$ cat src/rtl/peri_wbuf_pkg.sv
// Shared types and helpers for the peripheral write buffer.
// Drain FSM encoding, entry layout and FIFO count-width helper.
package peri_wbuf_pkg;

   localparam int DEF_ADDR_W = 16;
   localparam int DEF_DATA_W = 16;

   typedef enum logic [1:0] {
      ST_IDLE    = 2'd0,
      ST_PRESENT = 2'd1,
      ST_GAP     = 2'd2
   } drain_state_e;

   typedef struct packed {
      logic [DEF_ADDR_W-1:0] addr;
      logic [DEF_DATA_W-1:0] data;
   } wbuf_entry_t;

   // Count must represent 0..DEPTH inclusive.
   function automatic int cnt_w(input int depth);
      return $clog2(depth) + 1;
   endfunction

endpackage

$ cat src/rtl/peri_wbuf_fifo.sv
// Synchronous FIFO for the peripheral write buffer.
// Ports: push_i/pop_i/coal_i control, push_addr_i/push_data_i in,
// head_addr_o/head_data_o (combinational head), tail_addr_o, count_o.
module peri_wbuf_fifo
   import peri_wbuf_pkg::*;
#(
   parameter int DEPTH  = 8,
   parameter int ADDR_W = 16,
   parameter int DATA_W = 16
) (
   input  logic                      clk,
   input  logic                      rst,
   input  logic                      push_i,
   input  logic                      coal_i,
   input  logic                      pop_i,
   input  logic [ADDR_W-1:0]         push_addr_i,
   input  logic [DATA_W-1:0]         push_data_i,
   output logic [ADDR_W-1:0]         head_addr_o,
   output logic [DATA_W-1:0]         head_data_o,
   output logic [ADDR_W-1:0]         tail_addr_o,
   output logic [cnt_w(DEPTH)-1:0]   count_o
);

   localparam int PW = $clog2(DEPTH);
   localparam int CW = cnt_w(DEPTH);

   logic [ADDR_W-1:0] addr_mem [DEPTH];
   logic [DATA_W-1:0] data_mem [DEPTH];

   logic [PW-1:0] wptr_q, wptr_d;
   logic [PW-1:0] rptr_q, rptr_d;
   logic [CW-1:0] cnt_q, cnt_d;
   logic [PW-1:0] tail_idx;

   assign tail_idx    = wptr_q - 1'b1;
   assign head_addr_o = addr_mem[rptr_q];
   assign head_data_o = data_mem[rptr_q];
   assign tail_addr_o = addr_mem[tail_idx];
   assign count_o     = cnt_q;

   always_comb begin
      wptr_d = wptr_q;
      rptr_d = rptr_q;
      cnt_d  = cnt_q;
      if (push_i) wptr_d = wptr_q + 1'b1;
      if (pop_i)  rptr_d = rptr_q + 1'b1;
      unique case ({push_i, pop_i})
         2'b10:   cnt_d = cnt_q + 1'b1;
         2'b01:   cnt_d = cnt_q - 1'b1;
         default: cnt_d = cnt_q;
      endcase
   end

   always_ff @(posedge clk) begin
      if (rst) begin
         wptr_q <= '0;
         rptr_q <= '0;
         cnt_q  <= '0;
      end else begin
         wptr_q <= wptr_d;
         rptr_q <= rptr_d;
         cnt_q  <= cnt_d;
      end
   end

   // Storage carries no reset; only pointers define validity.
   always_ff @(posedge clk) begin
      if (push_i) begin
         addr_mem[wptr_q] <= push_addr_i;
         data_mem[wptr_q] <= push_data_i;
      end else if (coal_i) begin
         data_mem[tail_idx] <= push_data_i;
      end
   end

endmodule

$ cat src/rtl/peri_write_buffer.sv
// Peripheral write buffer: queues core writes, drains to a valid/ready bus.
// Ports: peri_web/peri_addr/peri_datao in, bus_valid/bus_addr/bus_data out,
// bus_ready in, ovf_clr in, buf_count/buf_full/buf_empty/overflow status.
// Optional tail coalescing: define PERI_WBUF_COALESCE_EN.
module peri_write_buffer
   import peri_wbuf_pkg::*;
#(
   parameter int DEPTH      = 8,
   parameter int ADDR_W     = 16,
   parameter int DATA_W     = 16,
   parameter int GAP_CYCLES = 0
) (
   input  logic                     clk,
   input  logic                     rst,
   input  logic                     peri_web,
   input  logic [ADDR_W-1:0]        peri_addr,
   input  logic [DATA_W-1:0]        peri_datao,
   output logic                     bus_valid,
   input  logic                     bus_ready,
   output logic [ADDR_W-1:0]        bus_addr,
   output logic [DATA_W-1:0]        bus_data,
   input  logic                     ovf_clr,
   output logic [cnt_w(DEPTH)-1:0]  buf_count,
   output logic                     buf_full,
   output logic                     buf_empty,
   output logic                     overflow
);

   localparam int CW = cnt_w(DEPTH);
   localparam int GW = (GAP_CYCLES > 1) ? $clog2(GAP_CYCLES) : 1;
   localparam logic [GW-1:0] GAP_INIT = GW'(GAP_CYCLES - 1);

   localparam logic [1:0] IDLE    = ST_IDLE;
   localparam logic [1:0] PRESENT = ST_PRESENT;
   localparam logic [1:0] GAP     = ST_GAP;

   logic [1:0]        state_q, state_d;
   logic [GW-1:0]     gap_q, gap_d;
   logic              valid_q, valid_d;
   logic [ADDR_W-1:0] addr_q, addr_d;
   logic [DATA_W-1:0] data_q, data_d;
   logic              ovf_q, ovf_d;

   logic              push_req, push, pop, coal, drop;
   logic              fifo_empty, fifo_full;
   logic [CW-1:0]     cnt;
   logic [ADDR_W-1:0] head_addr, tail_addr;
   logic [DATA_W-1:0] head_data;

   assign push_req   = ~peri_web;
   assign fifo_empty = (cnt == '0);
   assign fifo_full  = (cnt == CW'(DEPTH));

`ifdef PERI_WBUF_COALESCE_EN
   // Tail popped this edge is already headed for the output register.
   assign coal = push_req && !fifo_empty &&
                 (tail_addr == peri_addr) &&
                 !(pop && cnt == CW'(1));
`else
   logic unused_tail;
   assign unused_tail = ^tail_addr;
   assign coal = 1'b0;
`endif

   // A pop on the same edge frees a slot, so full+pop still accepts.
   assign push = push_req && !coal && (!fifo_full || pop);
   assign drop = push_req && !coal && fifo_full && !pop;

   always_comb begin
      state_d = state_q;
      gap_d   = gap_q;
      addr_d  = addr_q;
      data_d  = data_q;
      pop     = 1'b0;
      unique case (state_q)
         IDLE: begin
            if (!fifo_empty) begin
               pop     = 1'b1;
               state_d = PRESENT;
            end
         end
         PRESENT: begin
            if (bus_ready) begin
               if (GAP_CYCLES == 0) begin
                  if (!fifo_empty) pop = 1'b1;
                  else state_d = IDLE;
               end else begin
                  state_d = GAP;
                  gap_d   = GAP_INIT;
               end
            end
         end
         GAP: begin
            // Last gap cycle pops directly so the low time is exact.
            if (gap_q == '0) begin
               if (!fifo_empty) begin
                  pop     = 1'b1;
                  state_d = PRESENT;
               end else begin
                  state_d = IDLE;
               end
            end else begin
               gap_d = gap_q - 1'b1;
            end
         end
         default: state_d = IDLE;
      endcase
      if (pop) begin
         addr_d = head_addr;
         data_d = head_data;
      end
      valid_d = (state_d == PRESENT);
   end

   always_comb begin
      ovf_d = ovf_q;
      if (ovf_clr) ovf_d = 1'b0;
      if (drop)    ovf_d = 1'b1;
   end

   always_ff @(posedge clk) begin
      if (rst) begin
         state_q <= IDLE;
         gap_q   <= '0;
         valid_q <= 1'b0;
         addr_q  <= '0;
         data_q  <= '0;
         ovf_q   <= 1'b0;
      end else begin
         state_q <= state_d;
         gap_q   <= gap_d;
         valid_q <= valid_d;
         addr_q  <= addr_d;
         data_q  <= data_d;
         ovf_q   <= ovf_d;
      end
   end

   peri_wbuf_fifo #(
      .DEPTH  (DEPTH),
      .ADDR_W (ADDR_W),
      .DATA_W (DATA_W)
   ) u_fifo (
      .clk         (clk),
      .rst         (rst),
      .push_i      (push),
      .coal_i      (coal),
      .pop_i       (pop),
      .push_addr_i (peri_addr),
      .push_data_i (peri_datao),
      .head_addr_o (head_addr),
      .head_data_o (head_data),
      .tail_addr_o (tail_addr),
      .count_o     (cnt)
   );

   assign bus_valid = valid_q;
   assign bus_addr  = addr_q;
   assign bus_data  = data_q;
   assign buf_count = cnt;
   assign buf_full  = fifo_full;
   assign buf_empty = fifo_empty && (state_q == IDLE);
   assign overflow  = ovf_q;

endmodule
$ cat config.mk
export PLATFORM = sky130hd
export DESIGN_NAME = peri_write_buffer
export DESIGN_NICKNAME = d
export VERILOG_FILES = /design/src/rtl/peri_wbuf_pkg.sv /design/src/rtl/peri_wbuf_fifo.sv /design/src/rtl/peri_write_buffer.sv
export SDC_FILE = /design/constraint.sdc
export NUM_CORES = 1
export LEC_CHECK = 0
export ABC_AREA = 1
export CORE_AREA = 3 3 201 203
export CTS_BUF_LIST = sky130_fd_sc_hd__clkbuf_16
export CTS_CLUSTER_DIAMETER = 100
export CTS_CLUSTER_SIZE = 12
export DETAILED_ROUTE_END_ITERATION = 8
export DIE_AREA = 0 0 204 206
export SETUP_SLACK_MARGIN = 0.1
export SLEW_MARGIN = 5
export SYNTH_ARGS = -nofsm -noshare
export SYNTH_HDL_FRONTEND = slang
export SYNTH_SLANG_ARGS = --single-unit
$ cat constraint.sdc
create_clock -name clk -period 3.7 [get_ports clk]
set_input_delay 0.74 -clock clk [delete_from_list [all_inputs] [get_ports clk]]
set_output_delay 0.74 -clock clk [all_outputs]
set_load 0.01 [all_outputs]
==> flow_summary.json, run 1 <==
{
  "finalMaxSlewViolations": 0,
  "crit_top_cell": "nor2_2",
  "numCtsBuffers": 29,
  "antenna_found_initial": 0,
  "path_class": "reg -> out",
  "grt_usage": 0.121,
  "cts_buffer_depth": 3,
  "synth_area_leader_cell": "edfxtp_1",
  "cts_tree": "built",
  "synth-main-ff-cell": "edfxtp_1",
  "cts_max_level": 1,
  "cpPeakStageDelay_ps": 580,
  "core_area_mm2": 0.0386,
  "dp_hpwl_um": 15500,
  "grt_pass1_vias": 6953,
  "yosys_warnings": 0,
  "r2r-start": "u_fifo.rptr_q[0]",
  "crit_path_cell_trace": "nor2_2, nand2_1, nor2_2, clkdlybuf4s50_1",
  "clock_sinks": 302,
  "postCtsResizedCells": 0,
  "gp_congestion": 0.745,
  "outcome": "finished, final reports clean",
  "num-nets-final": 951,
  "cp_data_required_time_ps": 2960,
  "netlist_instances": 837,
  "ir_worst_vdd_v": 0.000371,
  "crit_fanout": 6,
  "total_leakage_power_nw": 4.49,
  "vias_per_cell": 4.76,
  "arrival_ps": 1940,
  "ys_seq_area_frac": 0.746,
  "holdPathEnd": "overflow",
  "drcViolationCount": 0,
  "regArea_mm2": 0.00862,
  "r2r_slack_ps": 1240,
  "multiInputGateArea_mm2": 0.00264,
  "critPathCaptureType": "primary output",
  "grt_pass1_wl_um": 40200,
  "worst_skew_pair.late_latency_ps": 540,
  "finalHoldWorstSlack_ps": 468,
  "r2r_end": "bus_data[15]",
  "synthDominantCellAreaShare": 0.666,
  "startpoint_type": "flip-flop",
  "antenna_cells": 0,
  "power_density_mw_per_mm2": 673,
  "nFillCells": 3666,
  "die_x_um": 204,
  "syn_nets": 877,
  "r2r_cells": 6,
  "cts_hold_buf": 0,
  "clockRootBuffer": "clkbuf_16",
  "worstHoldPathCells": 2,
  "dr_total_vias": 6907,
  "cap_violations": 0,
  "min_period_over_period": 0.724,
  "cp-startpoint": "u_fifo.count_o[0]",
  "wirelength_um": 25700,
  "io_pins": 77,
  "final_antenna_net_count": 0,
  "fmax_mhz": 373,
  "grt-ovfl-total": 0,
  "ys_seq_elements": 302,
  "grt_start_max_net_pins": 85,
  "hold_path_class": "reg -> reg",
  "area_delta_synth_final_pct": 19.8,
  "max-slew-margin-rel": 0.415,
  "ys_types": 35,
  "drive_gt1_frac": 0.0868,
  "power.total_mw": 9.31,
  "final-setup-viol-count": 0,
  "fin_skew_ps": 10.2,
  "syn-cell-area_mm2": 0.0115,
  "slowest_stage": "clkdlybuf4s50_1",
  "fp.dieH_um": 206,
  "die_area_mm2": 0.0420,
  "cts.clk_slew.worst_paths_ps": 60,
  "finalCriticalPeriod_ps": 2680,
  "postCtsSetupRepairBufs": 0,
  "firstDrtPassIters": 5,
  "worst_pin_slew_ps": 878,
  "wl_per_cell_um": 17.7,
  "synth_edf_count": 256,
  "hp-start": "overflow",
  "hold_viol_final": 0,
  "synthArstFlopShare": 0,
  "start_util": 0.299,
  "drt_iter0_drc": 575,
  "port_buffers": 76,
  "tns_ps": 0,
  "std_cell_rows": 72,
  "rsz0062_at_grt": "false",
  "avgSynthCellArea_um2": 13.8,
  "synthTopCellsByArea": "edfxtp_1, dfxtp_1, o21ai_0"
}
-- cell usage in the layout (no fill, tap or decap), drive strengths merged, types with 4 or more instances in the layout --
cell type / instances
edfxtp: 256
nor2: 146
o21ai: 137
clkdlybuf4s50: 76
dfxtp: 46
a21oi: 42
inv: 39
mux2i: 32
o32ai: 30
o221ai: 30
clkbuf: 30
buf: 23
nand2: 21
o22ai: 4
nand3: 4
-- how the worst max path moves through the flow --
| stage | end | slack (ps) | depth (start not counted) |
|---|---|---|---|
| 3_5_place_dp | u_fifo.addr_mem[3][6] | 580 | 10 |
| 6_report | buf_full | 1020 | 4 |
| 2_1_floorplan | u_fifo.addr_mem[1][0] | 400 | 8 |
| 4_1_cts | buf_full | 980 | 4 |
| 5_1_grt | buf_full | 920 | 4 |
| 3_3_place_gp | u_fifo.data_mem[1][11] | 580 | 10 |
-- logic make-up after synthesis --
logic type	share of synthesized area
other	0.000325
adder cells (fa/ha/maj)	0.00325
flip-flops	0.746
buffers and inverters	0.0308
AO/OA/AOI/OAI	0.130
AND/OR/NAND/NOR	0.0617
XOR/XNOR	0.000759
multiplexers	0.0277
-- cells in the mapped netlist, types with 2 or more instances --
cell type	n
nor3_1	3
o221ai_1	30
nand2_2	2
inv_1	14
dfxtp_1	46
o32ai_1	30
edfxtp_1	256
nand2_4	2
nand3_1	3
o22ai_1	4
nand2_1	17
inv_2	5
ha_1	3
buf_2	20
nor2_1	144
o21ai_1	18
o21ai_0	118
buf_4	6
mux2i_1	32
a21oi_1	41
buf_6	2
nor2_2	2
nand4_1	2
clkbuf_1	26
-- layout make-up --
cell class,count,area share
multi-input cells,460,0.191
clock inverters,23,0.00651
inverters,19,0.00525
flip-flops and latches,302,0.623
well taps,518,0.0469
clock buffers,30,0.0543
repair buffers,99,0.0729
-- worst max-delay path: cells and delay by family, from the launching register on --
| kind | cells | cell delay [ps] |
|---|---|---|
| buffers and inverters | 1 | 580 |
| DFF | 1 | 360 |
| and+or+nand+nor | 3 | 470 |
-- power by group --
group          internal, mW  switching, mW  total, mW  leakage (nW)
logic                 0.928           1.43       2.35          1.30
clock network          1.45           1.18       2.62         0.487
registers              4.03          0.301       4.33          2.71
-- sequential cells by signal, indices dropped and copies added (netlist names) --
name and cells:
u_fifo.data_mem 128, bus_addr 16, u_fifo.count_o 4, overflow 1
bus_data 16, bus_valid 1, u_fifo.wptr_q 3, u_fifo.addr_mem 128
u_fifo.rptr_q 3, state_q 2
-- layer usage --
| layer | vias to the layer above | track usage | wire length, µm |
|---|---|---|---|
| met3 | 38 | 0.0176 | 919 |
| met5 | - | 0 | 0 |
| met4 | 0 | 0.0347 | 567 |
| met1 | 3411 | 0.164 | 11600 |
| met2 | 160 | 0.204 | 12600 |
| li1 | 3298 | - | - |
-- metrics by stage --
stage	utilization	cells	setup WS [ps]	instance area [µm²]
after floorplan	-	837	395	11500
after global placement	0.336	1398	583	13000
after detailed placement	0.336	1398	579	13000
after CTS	0.358	1451	978	13800
after global routing	0.358	1451	922	13800
final	0.358	1451	1020	13800
No activity file was read; power rests on OpenSTA's default activity.
==> run 2: changes to the inputs <==
==> constraint.sdc (replaced) <==
create_clock -name clk -period 2.7 [get_ports clk]
set_input_delay 0.54 -clock clk [delete_from_list [all_inputs] [get_ports clk]]
set_output_delay 0.54 -clock clk [all_outputs]
set_load 0.01 [all_outputs]
==> run 2 against run 1 <==
First-iteration DRC count fell by 22%. Power rose by 39%. Count of clock-buffer cells in the layout fell by 1. Highest routed layer unchanged. Largest cell class unchanged. Via count barely moved.
==> flow_summary.json, run 2 (synthesis results as in run 1) <==
{
  "startpoint_type": "flip-flop",
  "io_pins": 77,
  "fp.dieH_um": 206,
  "outcome": "finished, final reports clean",
  "min_period_over_period": 0.909,
  "cap_violations": 0,
  "wl_per_cell_um": 17.8,
  "grt_pass1_wl_um": 40300,
  "worst_skew_pair.late_latency_ps": 540,
  "cpPeakStageDelay_ps": 560,
  "final_antenna_net_count": 0,
  "cts_max_level": 1,
  "dp_cells": 1407,
  "drt_iter0_drc": 451,
  "hold_path_class": "reg -> reg",
  "postCtsResizedCells": 0,
  "mostFrequentLayoutCells": "edfxtp_1, nor2_1, o21ai_0, clkdlybuf4s50_1, dfxtp_1",
  "core_area_mm2": 0.0386,
  "die_x_um": 204,
  "grt_usage": 0.122,
  "grt_start_max_net_pins": 109,
  "power_density_mw_per_mm2": 924,
  "wl_met1_um": 11900,
  "fin_skew_ps": 24.3,
  "cts_tree": "built",
  "crit_fanout": 6,
  "stdcell_count": 1460,
  "slowest_stage": "clkdlybuf4s50_1",
  "numCtsBuffers": 29,
  "path_class": "reg -> out",
  "postCtsSetupRepairBufs": 0,
  "power.total_mw": 12.9,
  "start_util": 0.299,
  "num-nets-final": 960,
  "rsz0062_at_grt": "false",
  "drive_gt1_frac": 0.0966,
  "grt-ovfl-total": 0,
  "ir_worst_vdd_v": 0.000551,
  "clockRootBuffer": "clkbuf_16",
  "clock_sinks": 302,
  "final_common_cell": "edfxtp_1",
  "arrival_ps": 1920,
  "dr_wl_met2_um": 12500,
  "firstDrtPassIters": 5,
  "top_layer_used": "met4",
  "dr_total_vias": 6904,
  "crit_buf_inv": 1,
  "wl_met3_um": 977,
  "final_core_util": 0.361,
  "wirelength_um": 25900,
  "grt_pass1_vias": 6916,
  "gp_congestion": 0.754,
  "drcViolationCount": 0,
  "std_cell_rows": 72,
  "max-slew-margin-rel": 0.526,
  "hold_viol_final": 0,
  "port_buffers": 76,
  "cts_buffer_depth": 3,
  "antenna_found_initial": 0,
  "cts.clk_slew.worst_paths_ps": 60,
  "cp_data_required_time_ps": 2160,
  "die_area_mm2": 0.0420,
  "fin_area_mm2": 0.0140,
  "dp_hpwl_um": 15700,
  "cts_hold_buf": 0,
  "total_leakage_power_nw": 4.57,
  "worst_pin_slew_ps": 711,
  "finalCriticalPeriod_ps": 2460,
  "vias_per_cell": 4.73,
  "antenna_cells": 0,
  "crit_path_cell_trace": "nor2_2, nand2_1, nor2_4, clkdlybuf4s50_1",
  "final-setup-viol-count": 0,
  "placed_area_mm2": 0.0131,
  "critPathCaptureType": "primary output",
  "fmax_mhz": 407,
  "critical-path-top-delay-family": "buffers and inverters",
  "area_delta_synth_final_pct": 21.0,
  "finalMaxSlewViolations": 0,
  "reg.largest.list": "u_fifo.addr_mem: 128 flops, u_fifo.data_mem: 128 flops"
}
run 2: through the flow:
stage,TNS [ps],hold WS (ps),worst slack (ps)
after floorplan,-51830,481,-405
after global placement,0,470,129
after detailed placement,0,472,135
after CTS,0,481,149
after global routing,0,505,119
final,0,475,244
run 2: where the power goes:
group / switching (mW) / total [mW] / internal, mW
logic: 2.12 / 3.50 / 1.38
clock network: 1.65 / 3.58 / 1.93
registers: 0.303 / 5.82 / 5.52
run 2: metal layers:
layer / track usage / vias to the layer above
met4: 0.0332 / 0
met1: 0.164 / 3418
met2: 0.207 / 132
li1: - / 3321
met3: 0.0176 / 33
met5: 0 / -
run 2: final timing paths:
check,from,to,slack [ps],cells past startpoint
max,u_fifo.count_o[0],buf_full,240,4
min,overflow,overflow,470,2
max reg2reg,u_fifo.rptr_q[0],bus_addr[12],690,6
min reg2reg,overflow,overflow,470,2
run 2: area by class of cell:
class	instances	area [µm²]
clock buffer	29	726
clock inverter	24	101
fill	3675	24700
inverter	19	72.6
multi-input combinational	460	2650
sequential	302	8620
tap	518	648
timing repair buffer	108	1150
run 2: worst min-delay path: cells and delay by family, from the launching register on:
kind            cells  cell delay (ps)
flops               1              310
simple gates        1               60
compound gates      1               50
==> RTL change: new RTL, settings of run 1 <==
Add a define of `PERI_WBUF_COALESCE_EN`.
--- a/src/rtl/peri_write_buffer.sv
+++ b/src/rtl/peri_write_buffer.sv
@@ -3,4 +3,6 @@
 // bus_ready in, ovf_clr in, buf_count/buf_full/buf_empty/overflow status.
 // Optional tail coalescing: define PERI_WBUF_COALESCE_EN.
+`define PERI_WBUF_COALESCE_EN
+
 module peri_write_buffer
    import peri_wbuf_pkg::*;
Behaviour: not the same (a bounded check fails within 4 cycles, from zero or initial values and one cycle with rst high).
==> RTL change against run 1 <==
Total power is 8.7% higher; final area is 14% higher; area after synthesis is 16% higher; worst setup slack worse by 0.64 ns; clock power is 2% higher; critical path depth is 13 higher; first-iteration DRC count is 85% higher; global-route usage is 4.6 points higher; wire length is 38% higher; sequential cell count stayed put; largest cell class unchanged; highest routed layer unchanged.
==> RTL change: results <==
clock_tree:
  cts-buffers-inserted: 29
  htreeDepth: 1
  worstSkewPairLatency_ns: 0.58
  maximum_clock_insertion_buffer_count: 3
  postCtsResizedCells: 0
  clockRootBuffer: "clkbuf_16"
power:
  cellLeakagePower_nw: 5.97
  vdd_ir_drop_max_v: 0.000411
  total_switching_power_w: 0.00356
  swShare: 0.352
  comb_power_share: 0.322
  power.clock.total_w: 0.00268
setup_path:
  cp-startpoint: "u_fifo.wptr_q[1]"
  cp_class: "reg -> reg"
  timing.reg2reg.worst_path_depth: 17
  regToRegEndpoint: "u_fifo.data_mem[4][14]"
  worstPathMaxFanout: 14
  cp_data_arrival_time_ns: 3.58
drt:
  totalWireLength_um: 35500
  mean_number_of_vias_per_cell: 5.11
  route.met3.wl_um: 2150
  drtIter0Drc: 1062
  vias: 9937
  route.top_layer_used: "met4"
  met2_length_um: 16000
  met1Wirelength_um: 16000
  drt-pass1-iter-count: 5
global_route:
  grt_use_met2: 0.262
  largest_net_degree_at_the_start_of_global_routing: 148
  groute.usage.overall: 0.167
  initial_antenna_violation_count: 0
  grt_pass1_wl_um: 54800
  globalRouteMet1Util: 0.230
  gr-usage-met3: 0.0247
  grt_pass1_vias: 9592
synth:
  synth-edff-count: 256
  synth_sequential_area_ratio: 0.643
  top_cells_by_area_in_the_synthesized_netlist: "edfxtp_1 57%, o21ai_0 8.1%, dfxtp_1 6.9%"
  synth_cells: 1325
  synthFlopType: "edfxtp_1"
  postSynth.asyncResetShare: 0
  synth.cells.most_frequent: "256 x edfxtp_1, 217 x o21ai_0, 215 x nand2_1"
  number_of_warning_messages_in_the_yosys_log: 0
  ys_types: 33
sta:
  setup_slack_ns: 0.379
  timing.clock.skew_ns: 0.0321
  finalHoldWorstSlack_ns: 0.476
  max_slew_margin: 0.223
run_status:
  outcome: "finished clean"
placement:
  io_buffers: 76
  gp_congestion: 0.803
  post_dp_area_um2: 15000
  post_detailed_placement_half_perimeter_wirelength_um: 22300
  post-place-ws_ns: 0.209
  placed_cells_incl_taps: 1891
layout:
  layout-drive-gt1-share: 0.0841
  insertedDiodeCount: 0
  nNetsFinal: 1447
min_path:
  worstHoldStart: "overflow"
  holdCritPathClass: "reg -> reg"
RTL change: critical path, cell delays in order (launching register included):
cell and delay (ns):
dfxtp_1 0.38, inv_1 0.11, ha_1 0.26, xor2_2 0.18, buf_4 0.31, nand3_1 0.15
nand3_1 0.09, nand2_1 0.07, nor2_1 0.25, nand2_1 0.17, nor2_4 0.14, nand3_4 0.15
nand2_1 0.11, o21ai_2 0.07, inv_1 0.08, nand2_1 0.07, nor2_1 0.14, buf_4 0.27
RTL change: layout make-up:
cell class	count	area (um2)
multi-input cells	821	4020
clock buffers	29	726
well taps	518	648
clock inverters	25	118
fillers	3663	22800
flip-flops and latches	302	8620
repair buffers	131	1260
inverters	119	447
RTL change: cells by family after synthesis:
group	Yosys count	share of synthesized area
AOI/OAI and AO/OA	367	0.147
other	1	0.000280
and+or+nand+nor	441	0.141
adders and majority gates	6	0.00561
buffers and inverters	202	0.0581
DFF	302	0.643
xor gates and xnor gates	6	0.00505
